===== config.mk =====
export PLATFORM = sky130hd
export DESIGN_NAME = decode_stage
export DESIGN_NICKNAME = d
export VERILOG_FILES = /design/src/rtl/core_pkg.sv /design/src/rtl/imm_gen.sv /design/src/rtl/decode_stage.sv
export SDC_FILE = /design/constraint.sdc
export NUM_CORES = 1
export LEC_CHECK = 0
export ABC_AREA = 1
export CORE_ASPECT_RATIO = 1.1
export CORE_MARGIN = 8
export CORE_UTILIZATION = 41
export DETAILED_ROUTE_END_ITERATION = 16
export HOLD_SLACK_MARGIN = 0.1
export PLACE_DENSITY_LB_ADDON = 0.1
export REMOVE_ABC_BUFFERS = 1
export SYNTH_ARGS = -nofsm -noshare
export SYNTH_HDL_FRONTEND = slang
export SYNTH_SLANG_ARGS = --single-unit

===== constraint.sdc =====
create_clock -name clk -period 5.7 [get_ports clk]
set_clock_uncertainty 0.1 [all_clocks]
set_input_delay 0.57 -clock clk [delete_from_list [all_inputs] [get_ports clk]]
set_output_delay 0.57 -clock clk [all_outputs]
set_load 0.01 [all_outputs]

===== src/rtl/core_pkg.sv =====
// Shared decode definitions: RV32I opcodes, immediate formats, format lookup.
package core_pkg;

  localparam int unsigned INSTR_W  = 32;
  localparam int unsigned OPCODE_W = 7;

  localparam logic [OPCODE_W-1:0] OP_IMM    = 7'b0010011;
  localparam logic [OPCODE_W-1:0] OP_LOAD   = 7'b0000011;
  localparam logic [OPCODE_W-1:0] OP_JALR   = 7'b1100111;
  localparam logic [OPCODE_W-1:0] OP_SYSTEM = 7'b1110011;
  localparam logic [OPCODE_W-1:0] OP_STORE  = 7'b0100011;
  localparam logic [OPCODE_W-1:0] OP_BRANCH = 7'b1100011;
  localparam logic [OPCODE_W-1:0] OP_LUI    = 7'b0110111;
  localparam logic [OPCODE_W-1:0] OP_AUIPC  = 7'b0010111;
  localparam logic [OPCODE_W-1:0] OP_JAL    = 7'b1101111;
  localparam logic [OPCODE_W-1:0] OP_REG    = 7'b0110011;

  typedef enum logic [2:0] {
    IMM_I,
    IMM_S,
    IMM_B,
    IMM_U,
    IMM_J,
    IMM_NONE
  } imm_type_t;

  // Immediate format carried by an opcode; R-type and unknown opcodes have none.
  function automatic imm_type_t imm_type_of(input logic [OPCODE_W-1:0] op);
    imm_type_t t;
    case (op)
      OP_IMM, OP_LOAD, OP_JALR, OP_SYSTEM: t = IMM_I;
      OP_STORE:                            t = IMM_S;
      OP_BRANCH:                           t = IMM_B;
      OP_LUI, OP_AUIPC:                    t = IMM_U;
      OP_JAL:                              t = IMM_J;
      default:                             t = IMM_NONE;
    endcase
    return t;
  endfunction

  // An opcode is legal if it has an immediate format or is register-register.
  function automatic logic opcode_legal(input logic [OPCODE_W-1:0] op);
    return (imm_type_of(op) != IMM_NONE) || (op == OP_REG);
  endfunction

endpackage


===== src/rtl/imm_gen.sv =====
// Combinational immediate generator: format select, field assembly, extension.
module imm_gen
  import core_pkg::*;
#(
  parameter int unsigned WIDTH = 32
) (
  input  logic [INSTR_W-1:0] instr,
  output logic [WIDTH-1:0]   imm,
  output logic               illegal
);

  imm_type_t         imm_type;
  logic [INSTR_W-1:0] raw;
  logic               sext;

  assign imm_type = imm_type_of(instr[6:0]);
  assign illegal  = !opcode_legal(instr[6:0]);

  // Assemble the 32-bit immediate; U-type is the only unsigned-extended format.
  always_comb begin
    raw  = '0;
    sext = 1'b0;
    case (imm_type)
      IMM_I: begin
        raw  = {{20{instr[31]}}, instr[31:20]};
        sext = 1'b1;
      end
      IMM_S: begin
        raw  = {{20{instr[31]}}, instr[31:25], instr[11:7]};
        sext = 1'b1;
      end
      IMM_B: begin
        raw  = {{19{instr[31]}}, instr[31], instr[7], instr[30:25], instr[11:8], 1'b0};
        sext = 1'b1;
      end
      IMM_U: begin
        raw  = {instr[31:12], 12'b0};
      end
      IMM_J: begin
        raw  = {{11{instr[31]}}, instr[31], instr[19:12], instr[20], instr[30:21], 1'b0};
        sext = 1'b1;
      end
      default: begin
        raw  = '0;
      end
    endcase
  end

  assign imm = sext ? WIDTH'($signed(raw)) : WIDTH'(raw);

endmodule


===== src/rtl/decode_stage.sv =====
// RV32I decode stage with ID/EX pipeline register (valid/ready, stall, flush).
// Optional writeback bypass into captured and held operands: DECODE_BYPASS_EN.
module decode_stage
  import core_pkg::*;
#(
  parameter int unsigned WIDTH     = 32,
  parameter int unsigned REGISTERS = 32,
  parameter int unsigned ADDR_W    = $clog2(REGISTERS)
) (
  input  logic                clk,
  input  logic                rst,
  input  logic                in_valid,
  output logic                in_ready,
  input  logic [31:0]         in_instr,
  input  logic [WIDTH-1:0]    in_pc,
  output logic [ADDR_W-1:0]   rf_a1,
  output logic [ADDR_W-1:0]   rf_a2,
  input  logic [WIDTH-1:0]    rf_rd1,
  input  logic [WIDTH-1:0]    rf_rd2,
  input  logic                wb_we,
  input  logic [ADDR_W-1:0]   wb_a3,
  input  logic [WIDTH-1:0]    wb_wd,
  input  logic                flush,
  output logic                out_valid,
  input  logic                out_ready,
  output logic [WIDTH-1:0]    out_pc,
  output logic [WIDTH-1:0]    out_rs1_val,
  output logic [WIDTH-1:0]    out_rs2_val,
  output logic [WIDTH-1:0]    out_imm,
  output logic [ADDR_W-1:0]   out_rs1,
  output logic [ADDR_W-1:0]   out_rs2,
  output logic [ADDR_W-1:0]   out_rd,
  output logic [6:0]          out_opcode,
  output logic [2:0]          out_funct3,
  output logic [6:0]          out_funct7,
  output logic                out_illegal
);

  logic [ADDR_W-1:0] rs1_idx, rs2_idx, rd_idx;
  logic [WIDTH-1:0]  rs1_val, rs2_val;
  logic [WIDTH-1:0]  imm;
  logic              illegal;
  logic              capture;

  logic              valid_q,   valid_d;
  logic [WIDTH-1:0]  pc_q,      pc_d;
  logic [WIDTH-1:0]  rs1_val_q, rs1_val_d;
  logic [WIDTH-1:0]  rs2_val_q, rs2_val_d;
  logic [WIDTH-1:0]  imm_q,     imm_d;
  logic [ADDR_W-1:0] rs1_q,     rs1_d;
  logic [ADDR_W-1:0] rs2_q,     rs2_d;
  logic [ADDR_W-1:0] rd_q,      rd_d;
  logic [6:0]        opcode_q,  opcode_d;
  logic [2:0]        funct3_q,  funct3_d;
  logic [6:0]        funct7_q,  funct7_d;
  logic              illegal_q, illegal_d;

  assign rs1_idx = ADDR_W'(in_instr[19:15]);
  assign rs2_idx = ADDR_W'(in_instr[24:20]);
  assign rd_idx  = ADDR_W'(in_instr[11:7]);
  assign rf_a1   = rs1_idx;
  assign rf_a2   = rs2_idx;

  assign in_ready = !flush && (!valid_q || out_ready);
  assign capture  = in_valid && in_ready;

  imm_gen #(.WIDTH(WIDTH)) u_imm_gen (
    .instr   (in_instr),
    .imm     (imm),
    .illegal (illegal)
  );

`ifdef DECODE_BYPASS_EN
  // Operand select at capture: x0 forced to zero, same-cycle writeback wins.
  always_comb begin
    rs1_val = rf_rd1;
    rs2_val = rf_rd2;
    if (wb_we && (wb_a3 == rs1_idx)) rs1_val = wb_wd;
    if (wb_we && (wb_a3 == rs2_idx)) rs2_val = wb_wd;
    if (rs1_idx == '0) rs1_val = '0;
    if (rs2_idx == '0) rs2_val = '0;
  end
`else
  // Operand select at capture: x0 forced to zero, register file data otherwise.
  always_comb begin
    rs1_val = (rs1_idx == '0) ? '0 : rf_rd1;
    rs2_val = (rs2_idx == '0) ? '0 : rf_rd2;
  end

  logic unused_wb;
  assign unused_wb = ^{wb_we, wb_a3, wb_wd};
`endif

  // ID/EX next state: flush beats capture, capture beats consume/stall.
  always_comb begin
    valid_d   = valid_q;
    pc_d      = pc_q;
    rs1_val_d = rs1_val_q;
    rs2_val_d = rs2_val_q;
    imm_d     = imm_q;
    rs1_d     = rs1_q;
    rs2_d     = rs2_q;
    rd_d      = rd_q;
    opcode_d  = opcode_q;
    funct3_d  = funct3_q;
    funct7_d  = funct7_q;
    illegal_d = illegal_q;
    if (flush) begin
      valid_d = 1'b0;
    end else if (capture) begin
      valid_d   = 1'b1;
      pc_d      = in_pc;
      rs1_val_d = rs1_val;
      rs2_val_d = rs2_val;
      imm_d     = imm;
      rs1_d     = rs1_idx;
      rs2_d     = rs2_idx;
      rd_d      = rd_idx;
      opcode_d  = in_instr[6:0];
      funct3_d  = in_instr[14:12];
      funct7_d  = in_instr[31:25];
      illegal_d = illegal;
    end else if (out_ready) begin
      valid_d = 1'b0;
    end
`ifdef DECODE_BYPASS_EN
    else if (valid_q) begin
      if (wb_we && (wb_a3 == rs1_q) && (rs1_q != '0)) rs1_val_d = wb_wd;
      if (wb_we && (wb_a3 == rs2_q) && (rs2_q != '0)) rs2_val_d = wb_wd;
    end
`endif
  end

  // ID/EX pipeline register.
  always_ff @(posedge clk or posedge rst) begin
    if (rst) begin
      valid_q   <= 1'b0;
      pc_q      <= '0;
      rs1_val_q <= '0;
      rs2_val_q <= '0;
      imm_q     <= '0;
      rs1_q     <= '0;
      rs2_q     <= '0;
      rd_q      <= '0;
      opcode_q  <= '0;
      funct3_q  <= '0;
      funct7_q  <= '0;
      illegal_q <= 1'b0;
    end else begin
      valid_q   <= valid_d;
      pc_q      <= pc_d;
      rs1_val_q <= rs1_val_d;
      rs2_val_q <= rs2_val_d;
      imm_q     <= imm_d;
      rs1_q     <= rs1_d;
      rs2_q     <= rs2_d;
      rd_q      <= rd_d;
      opcode_q  <= opcode_d;
      funct3_q  <= funct3_d;
      funct7_q  <= funct7_d;
      illegal_q <= illegal_d;
    end
  end

  assign out_valid   = valid_q;
  assign out_pc      = pc_q;
  assign out_rs1_val = rs1_val_q;
  assign out_rs2_val = rs2_val_q;
  assign out_imm     = imm_q;
  assign out_rs1     = rs1_q;
  assign out_rs2     = rs2_q;
  assign out_rd      = rd_q;
  assign out_opcode  = opcode_q;
  assign out_funct3  = funct3_q;
  assign out_funct7  = funct7_q;
  assign out_illegal = illegal_q;

endmodule


* After elaboration in Yosys (flattened, before gate mapping)
Cells that the tools add are included.
Storage, ports and cells: input port bits 171, register bits 162, output and inout bits 173, logic and storage cells 49
Operators by class: eq/ne operators 15, muxes and demuxes 7, bitwise logic cells 1, reductions and logical operators 14
Operator list (number):
- case mux 32 bit (5 select lines) | 1
- two-way mux 32 bit | 2
- equality test 7 bit (second input constant) | 4
- equality test 7 x 6 -> 1 bit (second input constant) | 3
- case mux 3 bit (5 select lines) | 1
- equality test 7 x 5 -> 1 bit (second input constant) | 2
- logical NOT 5 bit | 2
- equality test 7 x 2 -> 1 bit (second input constant) | 1
- equality test 3 x 2 -> 1 bit (second input constant) | 2
- OR reduction 4 bit | 1
- equality test 3 x 1 -> 1 bit (second input constant) | 1
- equality test 3 bit (second input constant) | 1
- logical NOT 1 bit | 3
- logical NOT 3 bit | 1
- two-way mux 1 bit | 3
- inequality test 3 bit (second input constant) | 1
- nonzero test 3 bit | 1
- logical AND 1 bit | 2
- logical OR 1 bit | 2
- AND reduction 2 bit | 1
- OR reduction 2 bit | 1
- NOT 1 bit | 1

* Logic depth before layout (Yosys ltp)
Gate-level depths: netlist of run 1.
word-level depth 6, gate-level depth with buffers 10, gate-level depth less buffers 9

* Hierarchy
A second synthesis of run 1 with hierarchy kept.
Second synthesis, totals: cells, all modules 955, area total of the unflattened synthesis 7712.4 sq um
By module, submodules not included:
- decode_stage | instances 1, sequential area each 4053.9 sq um, cells an instance 736, area each 6721.4 sq um
- imm_gen | instances 1, sequential area each 0.0 sq um, cells an instance 219, area each 991.0 sq um

* Worst setup path after synthesis of run 1
No wires, ideal clock.
path type input to register, start input port out_ready, end register imm_q[7] (netlist: out_imm[7]), arrival 1.413 ns, cell stages on the path 8, setup slack 4.069 ns, setup time 0.119 ns, path buffers 2, data required time 5.481 ns, path through nor2_1 > nor2_2 > nand2_2 > inv_2 > buf_4 > buf_2 > nand3_1 > nand2_1
On the way: cells in the longest elaborated chain, start to end 4
RTL lines:
- from (decl) | RTL line decode_stage.sv:25 | input logic out_ready,
- logical OR 1 bit | RTL line decode_stage.sv:64 | assign in_ready = !flush && (!valid_q || out_ready);
- logical AND 1 bit | RTL line decode_stage.sv:64
- via in_ready | RTL line decode_stage.sv:13 | output logic in_ready,
- logical AND 1 bit | RTL line decode_stage.sv:65 | assign capture = in_valid && in_ready;
- AND reduction 2 bit (no line)
- to (signal assigned) | RTL line decode_stage.sv:154 | imm_q <= imm_d;
- to (decl) | RTL line decode_stage.sv:49 | logic [WIDTH-1:0] imm_q, imm_d;
The timed path passes the listed nets, and every way through them passes these cells. A chain may end at the register's enable or synchronous reset.

* Worst setup path in the final report of run 1
start input port out_ready, end register rs2_val_q[31] (netlist: out_rs2_val[31])
On the way: cells in the longest elaborated chain, start to end 4
RTL lines:
- logical OR 1 bit | RTL line decode_stage.sv:64
- logical AND 1 bit | RTL line decode_stage.sv:64
- logical AND 1 bit | RTL line decode_stage.sv:65
- AND reduction 2 bit (no line)
- to (signal assigned) | RTL line decode_stage.sv:153 | rs2_val_q <= rs2_val_d;
- to (decl) | RTL line decode_stage.sv:48 | logic [WIDTH-1:0] rs2_val_q, rs2_val_d;
No other way between the ends.

==> metrics.md, run 1 <==
| Metric | Value |
|---|---|
| Status | finished, final reports clean |
| Initial Util | 41.56% |
| Routed len/inst | about 17 microns |
| Kind of cell adding the most delay to the critical path | buffers and inverters |
| Global placer's final weighted congestion | 0.7548 |
| Root Buffer | clkbuf_16 |
| Post-CTS sizing | 0 |
| CTS clk-pin slew, worst paths | 0.06 ns |
| Clk pwr share | 36.8% |
| Setup Buffers After CTS | 0 |
| Multi-input gate area | between 2000 and 3000 sq um |
| Sequential power share | roughly two fifths |
| #FFs+latches synth | about 160 |
| Combinational power share | 22.1% |
| HPWL after detailed placement | 15.74 mm |
| Sw Pwr | 0.8867 mW |
| Ports | between 300 and 400 |
| Top sig layer | met4 |
| Leading cell type in the layout, fill and taps excluded | nand2_1 |
| CP max FO | 76 |
| Pwr Density | between 300 and 400 nW/um^2 |
| All-Layer GR Usage | 21.09% |
| Register Area | 4054 sq um |
| CTS max path bufs | 2 |
| Syn Inst Count | 856 |
| CTS tree | done |
| Crit path buffers/inverters | 3 |
| Initial DRT Pass Iterations | 4 |
| Die height | 153.2 microns |
| Met2 WL post-DR | 10.96 mm |
| PortBufs | around 300 |
| Synth area leaders | dfrtp_1 (58%), nand2_1 (24%), o21ai_0 (4.3%) |
| Slew headroom | about a third |
| Share of layout cells above drive strength 1 | 6.047% |
| Final antenna-violating net count | 0 |
| Endpoints failing setup | 0 |
| Clock sinks | 162 |
| Max Cap Viol | 0 |
| CORE AREA | 16890 sq um |
| CP max stage cell | inv_4 |
| CTS buffer count | 17 |
| Clk_lat worst skew | 0.41 ns |
| Post-Syn Area per Cell | 8.200 sq um |
| RSZ-0062 raised after global routing | no |
| First-pass GRT wire length | 35.89 mm |
| Worst EP required | 5.92 ns |
| Placed Instances | 1317 |
| Lkg Pwr | ~5.2 nW |
| Unique masters post-synth | 23 |
| Grt ovf | 0 |
| Met3 WL post-DR | 2.011 mm |
| Die Span X | approximately 140 microns |
| Final hold vios | 0 |
| Synth Warn # | 0 |
| # fillers | 1480 |
| Critical path's largest stage delay | 0.58 ns |
| Nets | 1299 |
| Area Overhead vs Synth | 52.80% |
| Final setup TNS | 0 ns |
| Synth Cell Area | 7019 sq um |
| Critical Path Sink Type | flip-flop |
| Crit start category | input pin |
| DRT iter0 DRCs | between 400 and 500 |
| Critical Path AT | 3.13 ns |
| Initial antenna violation count | 0 |
| Final worst-path cycle share | approximately 51% |
| Setup CP Type | input pin to flip-flop |
| Post-CTS Hold Fix Bufs | 0 |
| Vias per Instance | 4.809 |
| Post-synth top area share | 57.75% |
| Peak VDD IR | between 0.0002 and 0.00025 V |
| Max Clk Rate | 343.8 MHz |
| Final cell count without fillers | 1349 |
| Via count | 6487 |
| Sw frac | a little over a quarter |
| Vias in the first global route | about 6500 |
| Least-Margin Pin Slew | a little over 1 ns |
| Max Slew Vio Count | 0 |
| # DRC | 0 |
| Min cycle time layout | 2.908 ns |
| Antenna diodes | 0 |
| Total wire length | 22.83 mm |
| H-Tree Depth | 4 |
| Most frequent cells in the layout | nand2_1 (441), clkdlybuf4s50_1 (305), dfrtp_1 (162), o21ai_0 (61), nand3_1 (47) |
| Cell taking the most area after synthesis | dfrtp_1 |
| Hold crit path type | flip-flop to flip-flop |
| Row Count | 50 |
| Cell Int Power | 2.460 mW |
| M1 WL | 9.337 mm |
| Die footprint | 21570 sq um |
| Worst path cell trace | clkdlybuf4s50_1 > nor2_1 > nor2_2 > nand2_8 > inv_4 > buf_4 > nand2_1 > o21ai_0 |
| Sequential element share of the synthesized area | 57.75% |
| Largest net degree at the start of global routing | 98 |
cell usage after synthesis (all sizes together):
master,instances
inv,15
nand3,49
buf,43
a21oi,2
o21ai,75
nor2,32
nor3,2
clkbuf,17
nand4,2
dfrtp,162
nand2,457
power by group through the flow:
stage | clock, mW | combinational, mW | sequential (mW)
floorplan | 0 | 0.181 | 1.46
global placement | 0 | 0.746 | 1.39
detailed placement | 0 | 0.752 | 1.39
CTS | 1.26 | 0.754 | 1.38
global route | 1.30 | 0.807 | 1.39
finish | 1.23 | 0.741 | 1.37
path summary, 6_finish.rpt:
check	from	endpoint	slack [ns]	cells after the start
setup / recovery	out_ready	out_rs2_val[31]	2.79	8
hold / removal	out_pc[5]	out_pc[5]	0.38	2
setup reg to reg	out_valid	out_rs2_val[31]	2.99	8
hold reg to reg	out_pc[5]	out_pc[5]	0.38	2
max in group asynchronous	rst	out_rs2_val[1]	3.81	3
min in group asynchronous	rst	out_pc[20]	0.56	2
area by class of cell:
type,count,area share (%)
sequential,162,37.80
clock inverter,12,1.657
timing repair buffer,313,29.02
tap,208,2.427
inverter,15,0.5950
clock buffer,20,4.258
multi-input combinational,619,24.24
cell families (layout without fill, tap and decap cells):
group | Yosys count | in the layout | synth area share [%]
flops | 162 | 162 | 57.75
buf+inv | 75 | 360 | 5.579
compound gates | 77 | 77 | 5.490
simple gates | 542 | 542 | 31.18
sequential cells by signal, indices dropped and copies added (netlist names):
signal       cells
out_funct3       3
out_funct7       7
out_illegal      1
out_imm         32
out_opcode       7
out_pc          32
out_rd           5
out_rs1          5
out_rs1_val     32
out_rs2          5
out_rs2_val     32
out_valid        1
worst register-to-register path, cell delays in order, from the launching register on:
cell	delay, ns
dfrtp_1	0.37
inv_1	0.05
nor2_1	0.05
nor2_2	0.21
nand2_8	0.32
inv_4	0.62
buf_4	0.58
nand2_1	0.14
o21ai_0	0.19
stage by stage:
stage | util, % | total power, mW | worst slack, ns | instance area, sq um | hold slack, ns
floorplan | - | 1.645 | 0.6534 | 6684 | 0.4154
global placement | 59.74 | 2.134 | 2.359 | 10090 | 0.3609
detailed placement | 59.74 | 2.145 | 2.314 | 10090 | 0.3641
CTS | 63.50 | 3.389 | 2.747 | 10730 | 0.3806
global route | 63.50 | 3.500 | 2.509 | 10730 | 0.3970
finish | 63.50 | 3.346 | 2.792 | 10730 | 0.3760
metal layers:
| metal | global-route usage (%) | vias up |
|---|---|---|
| li1 | - | 3205 |
| met1 | 25.13 | 3029 |
| met2 | 34.28 | 222 |
| met3 | 7.445 | 31 |
| met4 | 8.197 | 0 |
| met5 | 0 | - |
(Power assumes the default switching activity.)
==> run 2, diff against run 1 <==
==> constraint.sdc (replaced) <==
create_clock -name clk -period 2.71 [get_ports clk]
set_clock_uncertainty 0.1 [all_clocks]
set_input_delay 0.271 -clock clk [delete_from_list [all_inputs] [get_ports clk]]
set_output_delay 0.271 -clock clk [all_outputs]
set_load 0.01 [all_outputs]
==> metrics.md, run 2 (same netlist as run 1, synthesis figures left out) <==
| Metric | Value |
|---|---|
| Status | finished, final reports clean |
| CP startpoint | out_valid |
| Setup Buffers After CTS | 0 |
| Share of layout cells above drive strength 1 | 6.446% |
| Root Buffer | clkbuf_16 |
| Hold WS | roughly 0.18 ns |
| Final worst-path cycle share | between 70% and 80% |
| Via count | about 6600 |
| Placed inst area | 10230 sq um |
| Min cycle time layout | 2.065 ns |
| Crit start category | flip-flop |
| CORE AREA | 16890 sq um |
| Final hold vios | 0 |
| Row Count | 50 |
| Initial antenna violation count | 1 |
| All-Layer GR Usage | 21.48% |
| Setup CP Type | flip-flop to primary output |
| Final cell count without fillers | 1357 |
| Register Area | 4054 sq um |
| Max Clk Rate | 484.2 MHz |
| # fillers | 1475 |
| CTS tree | done |
| Endpoints failing setup | 0 |
| Area Overhead vs Synth | 53.80% |
| Die Span X | 140.8 microns |
| Global placer's final weighted congestion | 0.7624 |
| DRT iter0 DRCs | 345 |
| Largest net degree at the start of global routing | 111 |
| Vias per Instance | 4.828 |
| Routed len/inst | between 15 and 20 microns |
| Critical Path Sink Type | primary output |
| Total wire length | 22.88 mm |
| Crit Reg-Reg Startpoint | out_valid |
| Pwr Density | 629.3 nW/um^2 |
| RSZ-0062 raised after global routing | no |
| First-pass GRT wire length | about 37 mm |
| Clock sinks | 162 |
| Grt ovf | 0 |
| Die footprint | ~22000 sq um |
| Final setup TNS | 0 ns |
| Max Slew Vio Count | 0 |
| Peak VDD IR | ~0.00043 V |
| Die height | 153.2 microns |
| Critical Path AT | 1.69 ns |
| Multi-input gate area | 2600 sq um |
| Post-CTS Hold Fix Bufs | 0 |
| Max Cap Viol | 0 |
| Least-Margin Pin Slew | ~0.62 ns |
| CP max FO | 2 |
| # DRC | 0 |
| Vias in the first global route | 6611 |
| CTS clk-pin slew, worst paths | 0.06 ns |
| Clk_lat worst skew | 0.41 ns |
| PnR worst setup slack | between 0.6 and 0.7 ns |
| Hold crit path type | input pin to asynchronous set/reset pin |
| HPWL after detailed placement | 16.24 mm |
| Slew headroom | just under 60% |
| Initial Util | 41.56% |
| Placed Instances | ~1300 |
| Leading cell type in the layout, fill and taps excluded | nand2_1 |
| Ports | 344 |
| Worst path cell trace | inv_1 > nor2_1 > nor2_2 > clkdlybuf4s50_1 |
| Design area | about 11000 sq um |
| Initial DRT Pass Iterations | 5 |
| Worst r2r path cells | 8 |
| Critical path's largest stage delay | 0.59 ns |
| CP max stage cell | clkdlybuf4s50_1 |
| Dpl ws | 0.3951 ns |
| Lkg Pwr | 5.206 nW |
| CTS buffer count | 17 |
| H-Tree Depth | 4 |
| Nets | 1308 |
| Final antenna-violating net count | 0 |
| CTS max path bufs | 2 |
| Post-CTS sizing | 0 |
| Most frequent cells in the layout | nand2_1 (441), clkdlybuf4s50_1 (305), dfrtp_1 (162), o21ai_0 (61), nand3_1 (47) |
| Worst EP required | 2.34 ns |
| PortBufs | approximately 300 |
## run 2: worst max-delay path: cells and delay by family, from the launching register on
family / cells / cell delay [ns]
simple gates: 2 / 0.26
flops: 1 / 0.37
buf+inv: 2 / 0.64
## run 2: worst paths after layout
check / endpoint / slack [ns]
setup / recovery: in_ready / 0.64
hold / removal: out_pc[20] / 0.18
setup reg to reg: out_rs2_val[24] / 0.92
hold reg to reg: out_pc[21] / 0.38
max in group asynchronous: out_funct7[5] / 1.62
min in group clk: out_pc[1] / 0.28
## run 2: final cells by class
cell class / count / area share [%]
multi-input combinational: 619 / 24.08
clock inverter: 9 / 1.008
inverter: 15 / 0.5911
clock buffer: 21 / 4.172
sequential: 162 / 37.55
timing repair buffer: 322 / 30.16
antenna: 1 / 0.02318
tap: 208 / 2.411
## run 2: metrics by stage
stage / power, mW / utilization [%]
global placement: 4.512 / 60.59
floorplan: 3.460 / -
detailed placement: 4.538 / 60.59
finish: 6.793 / 63.91
CTS: 6.885 / 63.90
global route: 7.132 / 63.91
## run 2: per-layer routing
metal	up-vias	wire length [microns]	global-route usage [%]
met5	-	0	0
met4	0	595	8.197
met3	33	1685	6.636
met2	217	10960	34.46
met1	3076	9634	26.60
li1	3226	-	-
## run 2: report_power, final
| part | total (mW) | switching [mW] | internal, mW |
|---|---|---|---|
| Clock | 2.32 | 0.948 | 1.37 |
| Sequential | 2.90 | 0.168 | 2.73 |
| Combinational | 1.58 | 0.709 | 0.869 |
| Total | 6.79 | 1.82 | 4.97 |
